--- src/rtl/dmem_bridge_pkg.sv ---
// Shared definitions for the data-memory bridge: FSM state encoding and bus size codes.
package dmem_bridge_pkg;

    typedef enum logic [1:0] {
        IDLE = 2'd0,
        REQ  = 2'd1,
        WAIT = 2'd2,
        DONE = 2'd3
    } state_t;

    localparam logic [1:0] SIZE_BYTE = 2'd0;
    localparam logic [1:0] SIZE_HALF = 2'd1;
    localparam logic [1:0] SIZE_WORD = 2'd2;

endpackage

--- src/rtl/dmem_bridge_if.sv ---
// Core M-stage port plus simple req/addr_ok/data_ok bus port of the data-memory bridge.
interface dmem_bridge_if;

    logic        mem_en;
    logic [3:0]  mem_wen;
    logic [31:0] mem_addr;
    logic [31:0] mem_wdata;
    logic        longest_stall;
    logic [31:0] mem_rdata;
    logic        mem_stall;

    logic        data_req;
    logic        data_wr;
    logic [1:0]  data_size;
    logic [31:0] data_addr;
    logic [31:0] data_wdata;
    logic        data_addr_ok;
    logic        data_data_ok;
    logic [31:0] data_rdata;

    // environment side: drives the core request and the bus responses
    modport master (
        output mem_en, mem_wen, mem_addr, mem_wdata, longest_stall,
        output data_addr_ok, data_data_ok, data_rdata,
        input  mem_rdata, mem_stall,
        input  data_req, data_wr, data_size, data_addr, data_wdata
    );

    // bridge side
    modport slave (
        input  mem_en, mem_wen, mem_addr, mem_wdata, longest_stall,
        input  data_addr_ok, data_data_ok, data_rdata,
        output mem_rdata, mem_stall,
        output data_req, data_wr, data_size, data_addr, data_wdata
    );

endinterface

--- src/rtl/dmem_bridge_wen2size.sv ---
// Byte-enable to bus size decoder; purely combinational.
// Irregular enable patterns fall back to a full-word access.
module dmem_bridge_wen2size
    import dmem_bridge_pkg::*;
(
    input  logic [3:0] wen,
    output logic [1:0] size
);

    always_comb begin
        case (wen)
            4'b0001, 4'b0010, 4'b0100, 4'b1000: size = SIZE_BYTE;
            4'b0011, 4'b1100:                   size = SIZE_HALF;
            default:                            size = SIZE_WORD;
        endcase
    end

endmodule

--- src/rtl/dmem_bridge.sv ---
// M-stage to req/addr_ok/data_ok bus bridge, one transaction outstanding; request issued in the
// access cycle, load data returned in the data_ok cycle; the core is stalled until data_ok.
module dmem_bridge
    import dmem_bridge_pkg::*;
(
    input  logic         clk,
    input  logic         rst,
    dmem_bridge_if.slave io
);

    state_t      state;
    state_t      state_nxt;
    logic [31:0] addr_r;
    logic [31:0] wdata_r;
    logic [31:0] rdata_r;
    logic        wr_r;
    logic [1:0]  size_r;

    logic [1:0]  size_in;
    logic        wr_in;
    logic [31:0] addr_in;
    logic        rsp_hit;
    logic        req;
    logic        wr;
    logic [1:0]  size;
    logic [31:0] addr;
    logic [31:0] wdata;

    dmem_bridge_wen2size u_wen2size (
        .wen  (io.mem_wen),
        .size (size_in)
    );

    assign wr_in   = |io.mem_wen;
    assign addr_in = wr_in ? io.mem_addr : {io.mem_addr[31:2], 2'b00};
    assign rsp_hit = (state == WAIT) && io.data_data_ok;

    always_ff @(posedge clk or negedge rst) begin
        if (!rst) begin
            state <= IDLE;
        end else begin
            state <= state_nxt;
        end
    end

    always_ff @(posedge clk or negedge rst) begin
        if (!rst) begin
            addr_r  <= '0;
            wdata_r <= '0;
            wr_r    <= 1'b0;
            size_r  <= '0;
        end else if ((state == IDLE) && io.mem_en) begin
            addr_r  <= addr_in;
            wdata_r <= io.mem_wdata;
            wr_r    <= wr_in;
            size_r  <= size_in;
        end
    end

    // a response for a flushed access is consumed but never becomes load data
    always_ff @(posedge clk or negedge rst) begin
        if (!rst) begin
            rdata_r <= '0;
        end else if (rsp_hit && io.mem_en) begin
            rdata_r <= io.data_rdata;
        end
    end

    always_comb begin
        state_nxt = state;
        req       = 1'b0;
        wr        = wr_r;
        size      = size_r;
        addr      = addr_r;
        wdata     = wdata_r;
        case (state)
            IDLE: begin
                wr    = wr_in;
                size  = size_in;
                addr  = addr_in;
                wdata = io.mem_wdata;
                if (io.mem_en) begin
                    req       = 1'b1;
                    state_nxt = io.data_addr_ok ? WAIT : REQ;
                end
            end
            REQ: begin
                req = 1'b1;
                if (io.data_addr_ok) begin
                    state_nxt = WAIT;
                end
            end
            WAIT: begin
                if (io.data_data_ok) begin
                    state_nxt = (io.mem_en && io.longest_stall) ? DONE : IDLE;
                end
            end
            DONE: begin
                if (!io.longest_stall) begin
                    state_nxt = IDLE;
                end
            end
            default: state_nxt = IDLE;
        endcase
    end

    assign io.data_req   = req & rst;
    assign io.data_wr    = wr;
    assign io.data_size  = size;
    assign io.data_addr  = addr;
    assign io.data_wdata = wdata;
    assign io.mem_stall  = rst & io.mem_en & ~rsp_hit & (state != DONE);
    assign io.mem_rdata  = rsp_hit ? io.data_rdata : rdata_r;

endmodule

--- src/flat_wrapper.sv ---
// flat-port wrapper written by rule: the top's interface ports become plain ports
module dmem_bridge_flat import dmem_bridge_pkg::*;
  (clk, rst, io_mem_en, io_mem_wen, io_mem_addr, io_mem_wdata, io_longest_stall, io_data_addr_ok, io_data_data_ok, io_data_rdata, io_mem_rdata, io_mem_stall, io_data_req, io_data_wr, io_data_size, io_data_addr, io_data_wdata);
  dmem_bridge_if io_i ();
  input  logic clk;
  input  logic rst;
  input wire logic [$bits(io_i.mem_en)-1:0] io_mem_en;
  input wire logic [$bits(io_i.mem_wen)-1:0] io_mem_wen;
  input wire logic [$bits(io_i.mem_addr)-1:0] io_mem_addr;
  input wire logic [$bits(io_i.mem_wdata)-1:0] io_mem_wdata;
  input wire logic [$bits(io_i.longest_stall)-1:0] io_longest_stall;
  input wire logic [$bits(io_i.data_addr_ok)-1:0] io_data_addr_ok;
  input wire logic [$bits(io_i.data_data_ok)-1:0] io_data_data_ok;
  input wire logic [$bits(io_i.data_rdata)-1:0] io_data_rdata;
  output wire logic [$bits(io_i.mem_rdata)-1:0] io_mem_rdata;
  output wire logic [$bits(io_i.mem_stall)-1:0] io_mem_stall;
  output wire logic [$bits(io_i.data_req)-1:0] io_data_req;
  output wire logic [$bits(io_i.data_wr)-1:0] io_data_wr;
  output wire logic [$bits(io_i.data_size)-1:0] io_data_size;
  output wire logic [$bits(io_i.data_addr)-1:0] io_data_addr;
  output wire logic [$bits(io_i.data_wdata)-1:0] io_data_wdata;
  assign io_i.mem_en = io_mem_en;
  assign io_i.mem_wen = io_mem_wen;
  assign io_i.mem_addr = io_mem_addr;
  assign io_i.mem_wdata = io_mem_wdata;
  assign io_i.longest_stall = io_longest_stall;
  assign io_i.data_addr_ok = io_data_addr_ok;
  assign io_i.data_data_ok = io_data_data_ok;
  assign io_i.data_rdata = io_data_rdata;
  assign io_mem_rdata = io_i.mem_rdata;
  assign io_mem_stall = io_i.mem_stall;
  assign io_data_req = io_i.data_req;
  assign io_data_wr = io_i.data_wr;
  assign io_data_size = io_i.data_size;
  assign io_data_addr = io_i.data_addr;
  assign io_data_wdata = io_i.data_wdata;
  dmem_bridge u_core (.clk(clk), .rst(rst), .io(io_i));
endmodule
--- config.mk ---
export PLATFORM = sky130hd
export DESIGN_NAME = dmem_bridge_flat
export DESIGN_NICKNAME = d
export VERILOG_FILES = /design/src/rtl/dmem_bridge_pkg.sv /design/src/rtl/dmem_bridge_if.sv /design/src/rtl/dmem_bridge_wen2size.sv /design/src/rtl/dmem_bridge.sv /design/src/flat_wrapper.sv
export SDC_FILE = /design/constraint.sdc
export NUM_CORES = 1
export LEC_CHECK = 0
export BUFFER_PORTS_ARGS = -buffer_cell sky130_fd_sc_hd__buf_2
export CAP_MARGIN = 5
export CORE_ASPECT_RATIO = 0.75
export CORE_MARGIN = 2
export CORE_UTILIZATION = 30
export CTS_CLUSTER_SIZE = 14
export DETAILED_ROUTE_END_ITERATION = 8
export HOLD_SLACK_MARGIN = 0.08
export PLACE_DENSITY = 0.55
export SETUP_SLACK_MARGIN = 0.02
export SKIP_CTS_REPAIR_TIMING = 1
export SYNTH_ARGS = -nofsm -noshare
export SYNTH_HDL_FRONTEND = slang
export SYNTH_HIERARCHICAL = 1
export SYNTH_SLANG_ARGS = --single-unit
export TNS_END_PERCENT = 10
--- constraint.sdc ---
create_clock -name clk -period 3.4 [get_ports clk]
set_clock_uncertainty 0.05 [all_clocks]
set_input_delay 0.68 -clock clk [delete_from_list [all_inputs] [get_ports clk]]
set_output_delay 0.68 -clock clk [all_outputs]
set_load 0.01 [all_outputs]
# Word-level counts from Yosys, hierarchy flattened
# Index checks and enable logic that the tools add are counted.
[op_classes]
eq_ne = 14
n_bitwise = 5
mux = 16
reduce_logical = 9
[ops]
columns = ["op", "n"]
rows = [
  ["32-bit 2-to-1 mux", 3],
  ["2-bit 2-to-1 mux", 8],
  ["2-bit != test (second input constant)", 5],
  ["4-bit by 2-bit equality test with 1-bit output (second input constant)", 2],
  ["4-bit equality test (second input constant)", 2],
  ["2-bit one-hot mux with 4 select lines", 1],
  ["4-bit OR reduction", 2],
  ["1-bit bitwise AND", 4],
  ["2-bit equality test (second input constant)", 2],
  ["4-bit by 1-bit equality test with 1-bit output (second input constant)", 1],
  ["4-bit by 3-bit equality test with 1-bit output (second input constant)", 1],
  ["1-bit logical AND", 4],
  ["2-bit one-hot mux with 2 select lines", 1],
  ["4-bit AND reduction", 1],
  ["2-bit by 1-bit equality test with 1-bit output (second input constant)", 1],
  ["2-bit zero test", 1],
  ["1-bit 2-to-1 mux", 2],
  ["1-bit one-hot mux with 2 select lines", 1],
  ["2-bit OR reduction", 1],
  ["1-bit inverter", 1],
]
[word_totals]
input_bits = 106
regBits = 101
output_inout_bits = 101
elab_cells = 50

# Depth between registers and ports, before layout
[depth]
ltp_word = 5
depth_mapped = 7
ltp_nobuf = 3

# Hierarchy
# Netlist, hierarchy kept.
[by_module_without_submodules]
columns = ["mod", "seq_area_each_um2", "instances", "cells_per_inst", "area_each_um2"]
rows = [
  ["dmem_bridge", 2527.4, 1, 343, 5059.9],
  ["dmem_bridge_wen2size", 0.0, 1, 5, 35.0],
]

# Worst setup path after synthesis
# OpenSTA, ideal clock, no wires.
[synth_path]
kind = "input -> output"
start = "input io_data_data_ok"
end = "output io_mem_rdata[4]"
required_time_ns = 2.670
n_path_buf = 2
setup_slack_ns = 0.998
path_stages = 5
t_arrival_ns = 1.672
cell_sequence = "inv_1 -> or3_1 -> clkbuf_1 -> buf_2 -> mux2_1"
[synth_between]
elab_chain_cells = 2
[synth_rtl]
columns = ["item", "line_no", "rtl"]
rows = [
  ["start: declaration", "flat_wrapper.sv:13", "input wire logic [$bits(io_i.data_data_ok)-1:0] io_data_data_ok;"],
  ["1-bit logical AND", "dmem_bridge.sv:36", "assign rsp_hit = (state == WAIT) && io.data_data_ok;"],
  ["32-bit 2-to-1 mux", "dmem_bridge.sv:113", "assign io.mem_rdata = rsp_hit ? io.data_rdata : rdata_r;"],
  ["end: declaration", "flat_wrapper.sv:15", "output wire logic [$bits(io_i.mem_rdata)-1:0] io_mem_rdata;"],
]
# Every way passes these cells.

# Final worst setup path
[layout_path]
start = "register u_core.state[1]"
end = "output io_mem_rdata[4]"
[layout_between]
elab_chain_cells = 3
[layout_rtl]
columns = ["item", "line_no", "rtl"]
rows = [
  ["start: declaration", "dmem_bridge.sv:11", "state_t state;"],
  ["start signal: assignment", "dmem_bridge.sv:42", "state <= state_nxt;"],
  ["2-bit equality test", "dmem_bridge.sv:36", ""],
  ["1-bit logical AND", "dmem_bridge.sv:36", ""],
  ["32-bit 2-to-1 mux", "dmem_bridge.sv:113", ""],
]
# Every way passes these cells.

==> flow_summary.json <==
{
  "clkPwrFrac": 0.150,
  "cts-root-buf": "clkbuf_16",
  "finalCritPeriodShare": 0.821,
  "finalHoldViolations": 0,
  "p_leak_nw": 3.14,
  "setup_viol": 0,
  "crit_type": "flop to output port",
  "worstPathRequired_ns": 2.67,
  "avgSynthCellArea_sq_um": 14.6,
  "seq_area_frac_synth": 0.496,
  "rsz0062_at_grt": "false",
  "hold_ws_ns": 0.231,
  "place_area_sq_um": 6310,
  "endpoint_kind": "output port",
  "synthMuxAreaShare": 0.436,
  "synth_top_area_cell": "dfrtp_1",
  "synthTopCellsByArea": "dfrtp_1, mux2_2, mux2_4, buf_2, buf_6",
  "drt_iter0_drc": 94,
  "synth_compound_area_frac": 0.0196,
  "path_cells": "inv_2 -> or3_1 -> buf_4 -> mux2_1 -> buf_2",
  "drt-pass1-iter-count": 2,
  "yosys.area.top_type_share": 0.496,
  "syn_nets": 454,
  "cp_num_buf_inv": 3,
  "final_cells": 768,
  "ys_seq_elements": 101,
  "synthAdderAreaFrac": 0,
  "clkLatencyLatePin_ns": 0.34,
  "synth_top_family_by_area": "multiplexers",
  "core-area_sq_um": 16700,
  "io_buffer_count": 206,
  "io_pins": 207,
  "num_antenna_cells": 0,
  "ctsLongestPathBuffers": 2,
  "drc": 0,
  "fmax_mhz": 358,
  "ys_types": 29,
  "final_layout_size_suffix_gt1_frac": 0.765,
  "via_per_inst": 4.59,
  "worst_pin_slew_ns": 0.915,
  "synthToLayoutAreaGrowth_pct": 29.4,
  "cts_buffers": 9,
  "critPathTopFamily": "flip-flops",
  "die_w_microns": 154,
  "place.gp.congestion": 0.753,
  "cell_internal_pwr_mw": 4.22,
  "fin_setup_tns_ns": 0,
  "vdd_drop_max_v": 0.000365,
  "rows": 41,
  "hp-class": "primary input to async pin",
  "start_util": 0.305,
  "grt_pass1_vias": 3754,
  "place_inst": 752,
  "grt_max_degree": 72,
  "wl_per_cell_microns": 15.3,
  "final_max_slew_viol_count": 0,
  "power.density_nw_per_um2": 975,
  "grt_overflow": 0,
  "cts_sinks": 101,
  "path_clk_slew_ns": 0.06,
  "synth_xor_area_frac": 0.00172,
  "stdcell_area_sq_um": 6590,
  "total_power_mw": 6.42,
  "slowest_delay_ns": 0.50,
  "status": "finished clean",
  "max_slew_margin": 0.390,
  "seqPwrFrac": 0.329,
  "cp.arrival_ns": 2.06,
  "synth_cells": 348,
  "grt_pass1_wl_microns": 19000,
  "grtUsageTotal": 0.133,
  "cts_tree": "done",
  "critPathLaunchType": "flop",
  "cts.htree.levels": 3,
  "maxCapViolations": 0,
  "period_needed_ns": 2.79,
  "p_switching_mw": 2.21,
  "synthSimpleGateAreaFrac": 0.0167,
  "antenna_found_initial": 0,
  "yosys_warnings": 6,
  "vias": 3522,
  "wirelength_microns": 11700,
  "dieArea_sq_um": 18100,
  "worstPathMaxFanout": 32,
  "dp_hpwl_microns": 8540,
  "syn_area_sq_um": 5090,
  "final_nets": 654,
  "ant_nets": 0,
  "cpMaxStageDelayCell": "dfrtp_1",
  "switching_share": 0.343,
  "die_h_microns": 117,
  "pwr-share-comb": 0.520
}
[state kept, by name, indices dropped and copies added, names as in the netlist]
name            cells
u_core/wr_r         1
u_core/state        2
u_core/size_r       2
u_core/addr_r      32
u_core/rdata_r     32
u_core/wdata_r     32
[layer usage]
metal  GRT usage  vias to the layer above  routed length (microns)
met2       0.221                      118                     5660
met1       0.164                     1724                     5000
met5           0                        -                        0
met4      0.0451                        0                      209
li1            -                     1663                        -
met3      0.0460                       17                      861
[worst paths after layout]
kind / from / to / cells after the start / slack, ns
max in group asynchronous: rst / u_core/wdata_r[26]$_DFFE_PN0P_ / 2 / 1.80
min: rst / u_core/addr_r[5]$_DFFE_PN0P_ / 1 / 0.23
min reg2reg: u_core/addr_r[0]$_DFFE_PN0P_ / u_core/addr_r[0]$_DFFE_PN0P_ / 1 / 0.45
min in group clk: u_core/addr_r[0]$_DFFE_PN0P_ / u_core/addr_r[0]$_DFFE_PN0P_ / 1 / 0.45
max: u_core/state[1]$_DFFE_PN0P_ / io_mem_rdata[4] / 5 / 0.61
max reg2reg: u_core/state[0]$_DFFE_PN0P_ / u_core/addr_r[9]$_DFFE_PN0P_ / 3 / 1.47
[Yosys cell counts]
library cell and number:
or2_2 1, inv_1 1, mux2_1 1, nand2_1 1, o32ai_1 1, nor3b_1 1, or3_1 1, buf_6 4
nor2_1 4, buf_2 19, and3_1 1, mux2_4 16, xnor2_1 1, nor4bb_1 1, nor2_2 1, mux2_2 175
clkbuf_1 1, a21o_1 1, nor4_1 1, a31o_1 1, o21ai_0 4, a21boi_0 1, a32o_1 2, a21oi_1 2
nand4b_1 1, a22o_1 2, inv_2 1, dfrtp_1 101, or3b_1 1
[power groups by stage]
stage	sequential, mW	clock (mW)	combinational [mW]
3_3_place_gp	2.09	0	3.35
5_1_grt	2.20	1.07	3.63
2_1_floorplan	2.02	0	2.43
6_report	2.12	0.965	3.34
4_1_cts	2.12	1.02	3.40
3_5_place_dp	2.14	0	3.38
[logic make-up after synthesis]
kind of cell,after synthesis
compound gates,14
xor+xnor,1
buf+inv,26
flops,101
mux,192
simple gates,14
[cell usage in the layout (no fill, tap or decap)]
master / Yosys / layout
mux2_1: 1 / 1
or2_2: 1 / 1
or3b_4: 0 / 1
nand2_1: 1 / 1
buf_4: 0 / 8
nor4_1: 1 / 1
nor2_1: 4 / 4
clkinv_4: 0 / 1
clkinv_2: 0 / 1
a32o_1: 2 / 2
nor4bb_1: 1 / 1
a21oi_1: 2 / 2
clkbuf_8: 0 / 1
clkbuf_16: 0 / 9
a31o_1: 1 / 1
mux2_2: 175 / 175
or3_1: 1 / 1
dfrtp_1: 101 / 101
nand4b_1: 1 / 1
xnor2_1: 1 / 1
nor3b_1: 1 / 1
inv_1: 1 / 1
a21boi_0: 1 / 1
a22o_1: 2 / 2
o32ai_1: 1 / 1
o21ai_0: 4 / 4
nor2_4: 0 / 1
mux2_4: 16 / 16
clkinvlp_4: 0 / 3
buf_2: 19 / 205
and3_1: 1 / 1
inv_2: 1 / 1
a21o_1: 1 / 1
clkbuf_1: 1 / 1
[per-stage QoR]
step	util	setup WS, ns
finish	0.394	0.608
global route	0.394	0.475
CTS	0.394	0.550
detailed placement	0.378	0.550
global placement	0.378	0.567
floorplan	-	0.998
[layout make-up]
type / instances / area [sq um]
clock buffer: 11 / 243
clock inverter: 5 / 36.3
fill: 1612 / 10100
inverter: 2 / 7.51
multi-input combinational: 221 / 2420
sequential: 101 / 2530
tap: 215 / 269
timing repair buffer: 213 / 1090
[worst register-to-register path: cells and delay by family (launching register included)]
family	cells	cell delay, ns
flip-flops	1	0.52
buffers and inverters	1	0.41
AND/OR/NAND/NOR	1	0.43
multiplexers	1	0.39
Power figures use the tool's default switching activity.
